--- src/rtl/lsu_mem_ctrl.sv ---
// Load/store controller between the CPU datapath and a word-addressed data RAM.
// Sub-word stores use read-modify-write; loads are lane-extracted and sign/zero-extended.
module lsu_mem_ctrl #(
  parameter int unsigned ADDR_WORDS = 256
) (
  input  logic        clk,
  input  logic        rst_n,
  input  logic        mem_req,
  input  logic        mem_we,
  input  logic [1:0]  mem_size,
  input  logic        mem_unsigned,
  input  logic [31:0] mem_addr,
  input  logic [31:0] mem_wdata,
  output logic [31:0] mem_rdata,
  output logic        mem_ready,
  output logic        mem_err,
  output logic        busy,
  output logic        ram_write,
  output logic        ram_load,
  output logic [31:0] ram_addr,
  output logic [31:0] ram_wdata,
  input  logic [31:0] ram_rdata
);

  localparam int unsigned IDX_W = $clog2(ADDR_WORDS);

  typedef enum logic [2:0] {StIdle, StRd, StRmwRd, StWr, StDone} state_e;

  state_e      state_q;
  logic [1:0]  off_q;
  logic [1:0]  size_q;
  logic        uns_q;
  logic [15:0] wdata_q;

  logic        req_err;
  logic [4:0]  shamt;
  logic [15:0] lane;
  logic [31:0] load_val;
  logic [31:0] merged;

  always_comb begin
    req_err = (mem_addr[31:IDX_W+2] != '0) ||
              (mem_size == 2'b11) ||
              (mem_size == 2'b01 && mem_addr[0]) ||
              (mem_size == 2'b10 && mem_addr[1:0] != 2'b00);

    shamt = {off_q, 3'b000};
    lane  = 16'(ram_rdata >> shamt);

    case (size_q)
      2'b00:   load_val = uns_q ? {24'h0, lane[7:0]} : {{24{lane[7]}}, lane[7:0]};
      2'b01:   load_val = uns_q ? {16'h0, lane} : {{16{lane[15]}}, lane};
      default: load_val = ram_rdata;
    endcase

    // Little-endian lane replacement on the word fetched in StRmwRd
    case (size_q)
      2'b00:   merged = (ram_rdata & ~(32'h0000_00ff << shamt)) |
                        ({24'h0, wdata_q[7:0]} << shamt);
      2'b01:   merged = (ram_rdata & ~(32'h0000_ffff << shamt)) |
                        ({16'h0, wdata_q} << shamt);
      default: merged = ram_rdata;
    endcase
  end

  // Outputs are registered alongside the state they belong to.
  always_ff @(posedge clk or negedge rst_n) begin
    if (!rst_n) begin
      state_q   <= StIdle;
      off_q     <= 2'b00;
      size_q    <= 2'b00;
      uns_q     <= 1'b0;
      wdata_q   <= 16'h0;
      mem_rdata <= 32'h0;
      mem_ready <= 1'b0;
      mem_err   <= 1'b0;
      busy      <= 1'b0;
      ram_write <= 1'b0;
      ram_load  <= 1'b0;
      ram_addr  <= 32'h0;
      ram_wdata <= 32'h0;
    end else begin
      case (state_q)
        StIdle: begin
          if (mem_req) begin
            off_q   <= mem_addr[1:0];
            size_q  <= mem_size;
            uns_q   <= mem_unsigned;
            wdata_q <= mem_wdata[15:0];
            busy    <= 1'b1;
            if (req_err) begin
              state_q   <= StDone;
              mem_ready <= 1'b1;
              mem_err   <= 1'b1;
            end else if (mem_we && mem_size == 2'b10) begin
              state_q   <= StWr;
              ram_write <= 1'b1;
              ram_addr  <= 32'(mem_addr[IDX_W+1:2]);
              ram_wdata <= mem_wdata;
            end else begin
              state_q  <= mem_we ? StRmwRd : StRd;
              ram_load <= 1'b1;
              ram_addr <= 32'(mem_addr[IDX_W+1:2]);
            end
          end
        end
        StRd: begin
          state_q   <= StDone;
          ram_load  <= 1'b0;
          mem_ready <= 1'b1;
          mem_rdata <= load_val;
        end
        StRmwRd: begin
          state_q   <= StWr;
          ram_load  <= 1'b0;
          ram_write <= 1'b1;
          ram_wdata <= merged;
        end
        StWr: begin
          state_q   <= StDone;
          ram_write <= 1'b0;
          mem_ready <= 1'b1;
          mem_rdata <= 32'h0;
        end
        StDone: begin
          state_q   <= StIdle;
          mem_ready <= 1'b0;
          mem_err   <= 1'b0;
          mem_rdata <= 32'h0;
          busy      <= 1'b0;
          ram_addr  <= 32'h0;
          ram_wdata <= 32'h0;
        end
        default: begin
          state_q <= StIdle;
        end
      endcase
    end
  end

endmodule

--- config.mk ---
export PLATFORM = sky130hd
export DESIGN_NAME = lsu_mem_ctrl
export DESIGN_NICKNAME = d
export VERILOG_FILES = /design/src/rtl/lsu_mem_ctrl.sv
export SDC_FILE = /design/constraint.sdc
export NUM_CORES = 1
export LEC_CHECK = 0
export CORE_UTILIZATION = 49
export DETAILED_ROUTE_END_ITERATION = 12
export HOLD_SLACK_MARGIN = 0.05
export MAX_ROUTING_LAYER = met4
export PLACE_DENSITY = 0.95
export SYNTH_ARGS = -nofsm -noshare
export SYNTH_HDL_FRONTEND = slang
export SYNTH_SLANG_ARGS = --single-unit
--- constraint.sdc ---
create_clock -name clk -period 5 [get_ports clk]
set_input_delay 0.5 -clock clk [delete_from_list [all_inputs] [get_ports clk]]
set_output_delay 0.5 -clock clk [all_outputs]
set_load 0.02 [all_outputs]
# After elaboration in Yosys (flattened, before gate mapping)
# Index checks and enable logic that the tools add are counted.
op_classes:
  eq_ne: 13
  bitwise_logic: 6
  n_shift: 5
  mux: 31
  reduce_logical: 27
ops:
  columns: ["operator", "n"]
  rows:
  - ["$pmux W32 S2", 4]
  - ["$mux W32", 7]
  - ["$pmux W32 S3", 1]
  - ["$and A32 B32 Y32", 2]
  - ["$not A32 Y32", 2]
  - ["$or A32 B32 Y32", 2]
  - ["$shl A16 B5 Y32", 1]
  - ["$shl A16 B5 Y32 const A", 1]
  - ["$shl A8 B5 Y32", 1]
  - ["$shl A8 B5 Y32 const A", 1]
  - ["$shr A32 B5 Y16", 1]
  - ["$reduce_bool A22 Y1", 1]
  - ["$reduce_and A4 Y1", 3]
  - ["$ne A2 B2 Y1 const B", 5]
  - ["$mux W1", 9]
  - ["$pmux W3 S3", 1]
  - ["$reduce_and A3 Y1", 3]
  - ["$reduce_bool A3 Y1", 3]
  - ["$reduce_bool A2 Y1", 4]
  - ["$eq A3 B2 Y1 const B", 2]
  - ["$mux W3", 2]
  - ["$pmux W1 S2", 3]
  - ["$pmux W1 S3", 2]
  - ["$reduce_or A2 Y1", 3]
  - ["10 further kinds", 18]
word_totals:
  ff_bits: 125
  elab_cells: 95

# Logic depth before layout (Yosys ltp)
# Gate-level depths: netlist of run 1.
depth:
  ltp_word: 7
  mapped_depth: 9
  depth_no_buf: 7

# Worst setup path after synthesis of run 1
# OpenSTA, ideal clock, no wires.
synth_path:
  path_type: "input-to-reg"
  start: "input port mem_addr[11]"
  end: "register ram_wdata[28]"
  cell_stages: 7
  n_path_buf: 2
  t_arrival_ps: 1958
  setup_time_ps: 128
  path_slack_ps: 2914
  cell_sequence: "nor4_1 > nand4_1 > or2_0 > buf_2 > o21ai_4 > buf_6 > mux2_1"
synth_between:
  elab_chain_len: 6
synth_lines:
  columns: ["item", "line", "rtl"]
  rows:
  - ["start: declaration", "12", "input logic [31:0] mem_addr,"]
  - ["$reduce_bool A22 Y1", "42", "req_err = (mem_addr[31:IDX_W+2] != '0) ||"]
  - ["$logic_or A1 B1 Y1", "42", null]
  - ["$logic_or A1 B1 Y1", "43", "(mem_size == 2'b11) ||"]
  - ["$logic_or A1 B1 Y1", "44", "(mem_size == 2'b01 && mem_addr[0]) ||"]
  - ["$ne A2 B2 Y1 (no source line)", null, null]
  - ["$reduce_and A4 Y1 (no source line)", null, null]
  - ["end signal: assignment", "99", "ram_wdata <= mem_wdata;"]
  - ["end signal: assignment", "117", "ram_wdata <= merged;"]
  - ["end: declaration", "21", "output logic [31:0] ram_wdata,"]
# No other way between the ends.
# A chain may end at the register's enable or synchronous reset.

# Final worst setup path of run 1
layout_path:
  start: "input port mem_size[0]"
  end: "register ram_wdata[24]"
layout_between:
  elab_chain_len: 6
  elab_cells_between_ends: 12
layout_lines:
  columns: ["item", "line", "rtl"]
  rows:
  - ["start: declaration", "10", "input logic [1:0] mem_size,"]
  - ["$eq A2 B2 Y1 or $eq A2 B1 Y1 (tied branches)", "43, 44", null]
  - ["$logic_or A1 B1 Y1 or $logic_and A1 B1 Y1 (tied branches)", "42, 44", null]
  - ["$logic_or A1 B1 Y1", "43", null]
  - ["$logic_or A1 B1 Y1", "44", null]
  - ["$ne A2 B2 Y1 (no source line)", null, null]
  - ["$reduce_and A4 Y1 (no source line) (*)", null, null]
# Mark *: on every way between the ends. The rest lies on a longest branch, timed or not.

==> flow_metrics.py, run 1 <==
metrics = {
    "drt": {
        "final_antenna_net_count": 0,
        "routedWlPerCell_um": 21.5,
        "postRouteWirelength_um": 18700,
        "wl_met1_um": 7510,
        "drcViolationCount": 0,
        "wl_met2_um": 8880,
        "drt_iter0_markers": 502,
        "vias_per_cell": 6.25,
        "drt_first_pass_iters": 5,
        "top_layer": "met4",
        "route.met3.wl_um": 1540,
        "via_count": 5412,
    },
    "sta": {
        "slew_violations": 0,
        "fin_ws_ns": 1.75,
        "fin_setup_tns_ns": 0,
        "fin_crit_sh_pct": 65.0,
        "relSlewSlack_pct": 18.6,
        "fmax_mhz": 308,
        "worst_slew_pin_slew_ns": 1.21,
        "skew_ns": 0.00971,
        "setup_violations": 0,
        "post-route-min-period_ns": 3.25,
        "finalHoldViolations": 0,
        "rsz0062_at_grt": "no",
    },
    "cells_and_area": {
        "final_common_cell": "clkdlybuf4s50_1",
        "multiInputGateArea_um2": 2880,
        "fillers": 879,
        "mostFrequentLayoutCells": "clkdlybuf4s50_1 (178), dfrtp_1 (101), nand2_1 (74)",
        "fin_util_pct": 67.9,
        "register_area_um2": 2530,
        "syn2layout_area_growth_pct": 34.6,
        "final_nets": 826,
        "drive_gt1_share_pct": 11.1,
        "n_antenna_cell": 0,
    },
    "setup_path": {
        "path_depth": 6,
        "worst_path_largest_cell_delay_ns": 1.02,
        "cp_max_fo": 32,
        "reg2reg_depth": 4,
        "startpoint": "mem_size[0]",
        "critPathCaptureType": "flop",
        "worstSetupPathType": "input pin to flop",
        "crit_family": "compound AO/OA/AOI/OAI gates",
        "worstPathRequired_ns": 5.23,
        "crit_chain": "clkdlybuf4s50_1, nor3_1, o211ai_1, or2_0, o21ai_4, mux2_2",
        "critPathSlowestCell": "o21ai_4",
        "rrSetupSlack_ns": 1.81,
        "crit_buf_inv": 1,
        "crit_path_end": "ram_wdata[24]",
        "arrival_ns": 3.48,
        "reg2reg_from": "state_q[2]",
        "r2r-end": "mem_rdata[23]",
        "start_kind": "input pin",
    },
    "floorplan": {
        "fp.dieW_um": 110,
        "die_area_um2": 12200,
        "fp.dieH_um": 110,
        "top_level_ports": 204,
        "start_util_pct": 50.5,
        "num_rows": 39,
        "core-area_um2": 11400,
    },
    "logic_synthesis": {
        "synthCells": 566,
        "yosys.area.top_type": "dfrtp_1",
        "synth_ff_type": "dfrtp_1",
        "synth_area_um2": 5760,
        "synth_seq_area_share_pct": 43.8,
        "synth_warnings": 0,
        "synthTopCellsByArea": "dfrtp_1 (44%), mux2_2 (6.1%), o21ai_0 (5.2%), nand2_1 (4.8%), mux2i_1 (4.7%)",
        "synth.distinct_cells": 49,
        "ys_ff_latch": 101,
        "synth_edf_count": 0,
        "async_reset_ff_share_pct": 100,
        "syn_avg_cell_area_um2": 10.2,
        "synth_top_area_share_pct": 43.8,
    },
    "global_routing": {
        "grt_overflow_total": 0,
        "grt_use_total_pct": 31.8,
        "first_global_vias": 5496,
        "grt_max_degree": 58,
        "antenna_found_initial": 0,
        "grt_pass1_wl_um": 29500,
    },
    "placement": {
        "gp_congestion": 0.916,
        "dp_slack_ns": 1.41,
        "port_buffers": 179,
        "hpwlAfterDp_um": 13800,
    },
    "pwr": {
        "ir_worst_vdd_mv": 0.199,
        "p_clk_share_pct": 30.5,
        "power_frac_seq_pct": 43.0,
        "combPwrFrac_pct": 26.5,
        "total_leakage_power_uw": 0.00328,
        "p_switching_uw": 703,
        "p_int_uw": 1530,
        "power_density_nw_per_um2": 288,
        "p_sw_share_pct": 31.4,
    },
    "clock_tree": {
        "clock_sinks": 101,
        "clk_path_buf_depth": 2,
        "cts_hold_buf": 0,
        "cts_max_level": 3,
        "path_clk_slew_ns": 0.07,
        "post_cts_buffers": 0,
        "cts-resized-gates": 0,
        "numCtsBuffers": 9,
        "cts-root-buf": "clkbuf_16",
        "clk_latency_ns": 0.35,
        "cts_tree": "built",
    },
    "run_status": {
        "outcome": "finished, final reports clean",
    },
    "min_path": {
        "hp-class": "input pin to asynchronous set/reset pin",
    },
    "job": {
        "cap_violations": 0,
    },
}
-- routing by layer --
metal | track usage, % | vias up
met3 | 6.81 | 65
met1 | 40.6 | 2675
met5 | - | -
li1 | - | 2334
met2 | 48.4 | 338
met4 | 14.7 | 0
-- state kept, by name (all words and copies together) (netlist names) --
name and flops:
ram_addr 8, ram_load 1, ram_write 1, mem_err 1, ram_wdata 32, mem_rdata 32
state_q 3, busy 1, size_q 2, wdata_q 16, mem_ready 1, off_q 2
uns_q 1
-- cells by family (layout without fill, tap and decap cells) --
| family | after synthesis | in the layout | share of synthesized area (%) |
|---|---|---|---|
| mux | 70 | 70 | 14.7 |
| other cells | 1 | 24 | 0.0651 |
| fa+ha+maj | 4 | 4 | 0.868 |
| simple gates | 118 | 118 | 9.75 |
| buf+inv | 80 | 214 | 7.68 |
| flops | 101 | 101 | 43.8 |
| compound gates | 192 | 192 | 23.1 |
-- power groups by stage --
stage / registers [uW] / logic (uW) / clock network [uW]
2_1_floorplan: 987 / 308 / 0
3_3_place_gp: 971 / 572 / 0
3_5_place_dp: 973 / 584 / 0
4_1_cts: 959 / 588 / 681
5_1_grt: 970 / 629 / 713
6_report: 962 / 593 / 681
-- cells in the mapped netlist, drive strengths merged (2+ instances only) --
cell type and number:
nand2 74, dfrtp 101, o21a 3, or2 3
a22oi 16, buf 46, and2 2, nor2 6
a21o 8, nor3 7, ha 4, nor2b 3
a22o 16, a21oi 32, clkbuf 19, o31ai 8
a221o 16, mux2i 27, o21ai 62, nand2b 13
a221oi 8, mux2 35, a2bb2oi 8, a31oi 2
nor4 6, o211ai 9, mux4 8, inv 15
-- per-stage QoR --
| step | power, uW | cells | hold WS (ns) | area [um2] |
|---|---|---|---|---|
| 2_1_floorplan | 1290 | 589 | 0.204 | 5850 |
| 3_3_place_gp | 1540 | 851 | 0.465 | 7470 |
| 4_1_cts | 2230 | 866 | 0.178 | 7760 |
| 6_report | 2240 | 866 | 0.149 | 7760 |
| 5_1_grt | 2310 | 866 | 0.191 | 7760 |
| 3_5_place_dp | 1560 | 851 | 0.479 | 7470 |
-- cell type report --
type,instances,area share [%]
sequential,101,32.6
clock inverter,4,0.419
clock buffer,11,3.26
tap,143,2.31
multi-input combinational,408,37.2
timing repair buffer,184,23.5
inverter,15,0.726
-- how the worst min path moves through the flow --
stage	slack, ns	endpoint
3_5_place_dp	0.48	mem_rdata[0]
5_1_grt	0.19	ram_wdata[26]
4_1_cts	0.18	ram_wdata[26]
6_report	0.15	ram_wdata[26]
2_1_floorplan	0.20	busy
3_3_place_gp	0.47	mem_ready
Power figures use the tool's default switching activity.
==> run 2, diff against run 1 <==
--- a/config.mk
+++ b/config.mk
@@ -5,11 +5,11 @@
 export SDC_FILE = /design/constraint.sdc
 export NUM_CORES = 1
 export LEC_CHECK = 0
-export CORE_UTILIZATION = 49
+export CORE_UTILIZATION = 46
 export DETAILED_ROUTE_END_ITERATION = 12
 export HOLD_SLACK_MARGIN = 0.05
 export MAX_ROUTING_LAYER = met4
-export PLACE_DENSITY = 0.95
+export PLACE_DENSITY = 0.92
 export SYNTH_ARGS = -nofsm -noshare
 export SYNTH_HDL_FRONTEND = slang
 export SYNTH_SLANG_ARGS = --single-unit
==> constraint.sdc (replaced) <==
create_clock -name clk -period 3.2 [get_ports clk]
set_input_delay 0.32 -clock clk [delete_from_list [all_inputs] [get_ports clk]]
set_output_delay 0.32 -clock clk [all_outputs]
set_load 0.02 [all_outputs]
==> flow_metrics.py, run 2 (synthesis results as in run 1) <==
metrics = {
    "setup_path": {
        "start_kind": "flop",
        "crit_chain": "nor2b_1, o2bb2ai_1, nand2_1, a2111oi_4, buf_4, a221o_2",
        "critPathCaptureType": "flop",
        "worstPathRequired_ns": 3.48,
        "cp_max_fo": 16,
        "worstSetupPathType": "flop to flop",
        "crit_family": "simple AND/OR/NAND/NOR gates",
        "reg2reg_depth": 6,
        "path_depth": 6,
        "critPathSlowestCell": "nor2b_1",
        "crit_buf_inv": 1,
        "arrival_ns": 2.79,
        "worst_path_largest_cell_delay_ns": 0.94,
    },
    "sta": {
        "slew_violations": 0,
        "fin_ws_ns": 0.688,
        "fin_setup_tns_ns": 0,
        "rsz0062_at_grt": "no",
        "skew_ns": 0.00646,
        "post-route-min-period_ns": 2.51,
        "setup_violations": 0,
        "fmax_mhz": 398,
        "worst_slew_pin_slew_ns": 1.24,
        "relSlewSlack_pct": 16.8,
        "finalHoldViolations": 0,
        "fin_crit_sh_pct": 78.5,
    },
    "cells_and_area": {
        "fillers": 950,
        "final_nets": 836,
        "drive_gt1_share_pct": 11.9,
        "n_antenna_cell": 0,
        "final_common_cell": "clkdlybuf4s50_1",
        "syn2layout_area_growth_pct": 36.2,
        "multiInputGateArea_um2": 2880,
        "reg_top3": "mem_rdata: 32 flops, ram_wdata: 32 flops, wdata_q: 16 flops",
        "fin_util_pct": 64.8,
        "register_area_um2": 2530,
        "mostFrequentLayoutCells": "clkdlybuf4s50_1 (178), dfrtp_1 (101), nand2_1 (74)",
        "fin_cells": 902,
    },
    "global_routing": {
        "grt_overflow_total": 0,
        "grt_pass1_wl_um": 29200,
        "grt_max_degree": 79,
        "first_global_vias": 5346,
        "use_met2_pct": 48.8,
        "grt_use_total_pct": 30.6,
        "met3_usage_pct": 4.46,
        "busiest_layer": "met2",
        "antenna_found_initial": 0,
        "grt_use_met1_pct": 39.4,
    },
    "run_status": {
        "outcome": "finished, final reports clean",
    },
    "floorplan": {
        "core-area_um2": 12100,
        "start_util_pct": 47.6,
        "top_level_ports": 204,
        "die_area_um2": 13000,
        "fp.dieH_um": 114,
        "num_rows": 40,
        "fp.dieW_um": 114,
    },
    "placement": {
        "port_buffers": 179,
        "gp_congestion": 0.887,
        "hpwlAfterDp_um": 13600,
        "dp_slack_ns": 0.593,
        "dpl.cell_count": 886,
    },
    "drt": {
        "via_count": 5256,
        "vias_per_cell": 5.83,
        "drcViolationCount": 0,
        "postRouteWirelength_um": 18500,
        "drt_iter0_markers": 386,
        "routedWlPerCell_um": 20.5,
        "drt_first_pass_iters": 5,
        "final_antenna_net_count": 0,
    },
    "clock_tree": {
        "clk_path_buf_depth": 2,
        "post_cts_buffers": 0,
        "cts_tree": "built",
        "clock_sinks": 101,
        "cts-resized-gates": 0,
        "path_clk_slew_ns": 0.07,
        "clk_latency_ns": 0.34,
        "cts_hold_buf": 0,
        "cts-root-buf": "clkbuf_16",
        "numCtsBuffers": 9,
        "cts_max_level": 3,
    },
    "job": {
        "cap_violations": 0,
    },
    "pwr": {
        "total_leakage_power_uw": 0.00333,
        "ir_worst_vdd_mv": 0.241,
        "power_density_nw_per_um2": 441,
    },
    "min_path": {
        "hp-class": "input pin to asynchronous set/reset pin",
    },
}
run 2: cell types whose count changed in the layout (fill, tap and decap cells not counted):
cell / previous run / this run
buf_4: 6 / 16
clkbuf_1: 0 / 4
clkinvlp_4: 2 / 0
clkinv_2: 0 / 1
clkinv_4: 1 / 0
inv_6: 1 / 0
run 2: worst paths after layout:
check                      slack [ns]            end    startpoint
setup / recovery                 0.69  mem_rdata[29]      off_q[0]
hold / removal                   0.15   ram_wdata[2]         rst_n
setup reg to reg                 0.69  mem_rdata[29]      off_q[0]
hold reg to reg                  0.49   mem_rdata[5]  mem_rdata[5]
max in group asynchronous        2.26  mem_rdata[25]         rst_n
min in group clk                 0.49   mem_rdata[5]  mem_rdata[5]
run 2: layer usage:
metal	routed length [um]	vias to the layer above
met5	0	-
met1	7710	2586
met4	432	0
met3	1280	33
met2	9090	274
li1	-	2363
run 2: area by class of cell:
type                            count  area share, %
Inverter                           15          0.717
Clock inverter                      1         0.0637
Multi-Input combinational cell    408           36.7
Clock buffer                       15           3.41
Tap cell                          168           2.68
Sequential cell                   101           32.2
Timing Repair Buffer              194           24.2
run 2: power breakdown:
group	total [uW]	switching, uW	internal (uW)
sequential	1470	89.4	1380
clock	1040	466	571
combinational	959	507	452
run 2: per-stage QoR:
stage	instance area (um2)	total power, uW	hold WS (ns)
after global placement	7580	2420	0.464
final	7850	3470	0.147
after global routing	7850	3610	0.235
after detailed placement	7580	2440	0.476
after CTS	7850	3470	0.177
after floorplan	5850	2020	0.0244
run 2: worst register-to-register path, delay by kind of cell, from the launching register on:
kind | cells | cell delay, ns
flip-flops | 1 | 0.37
AO/OA/AOI/OAI | 3 | 0.75
AND/OR/NAND/NOR | 2 | 1.06
buffers and inverters | 1 | 0.26
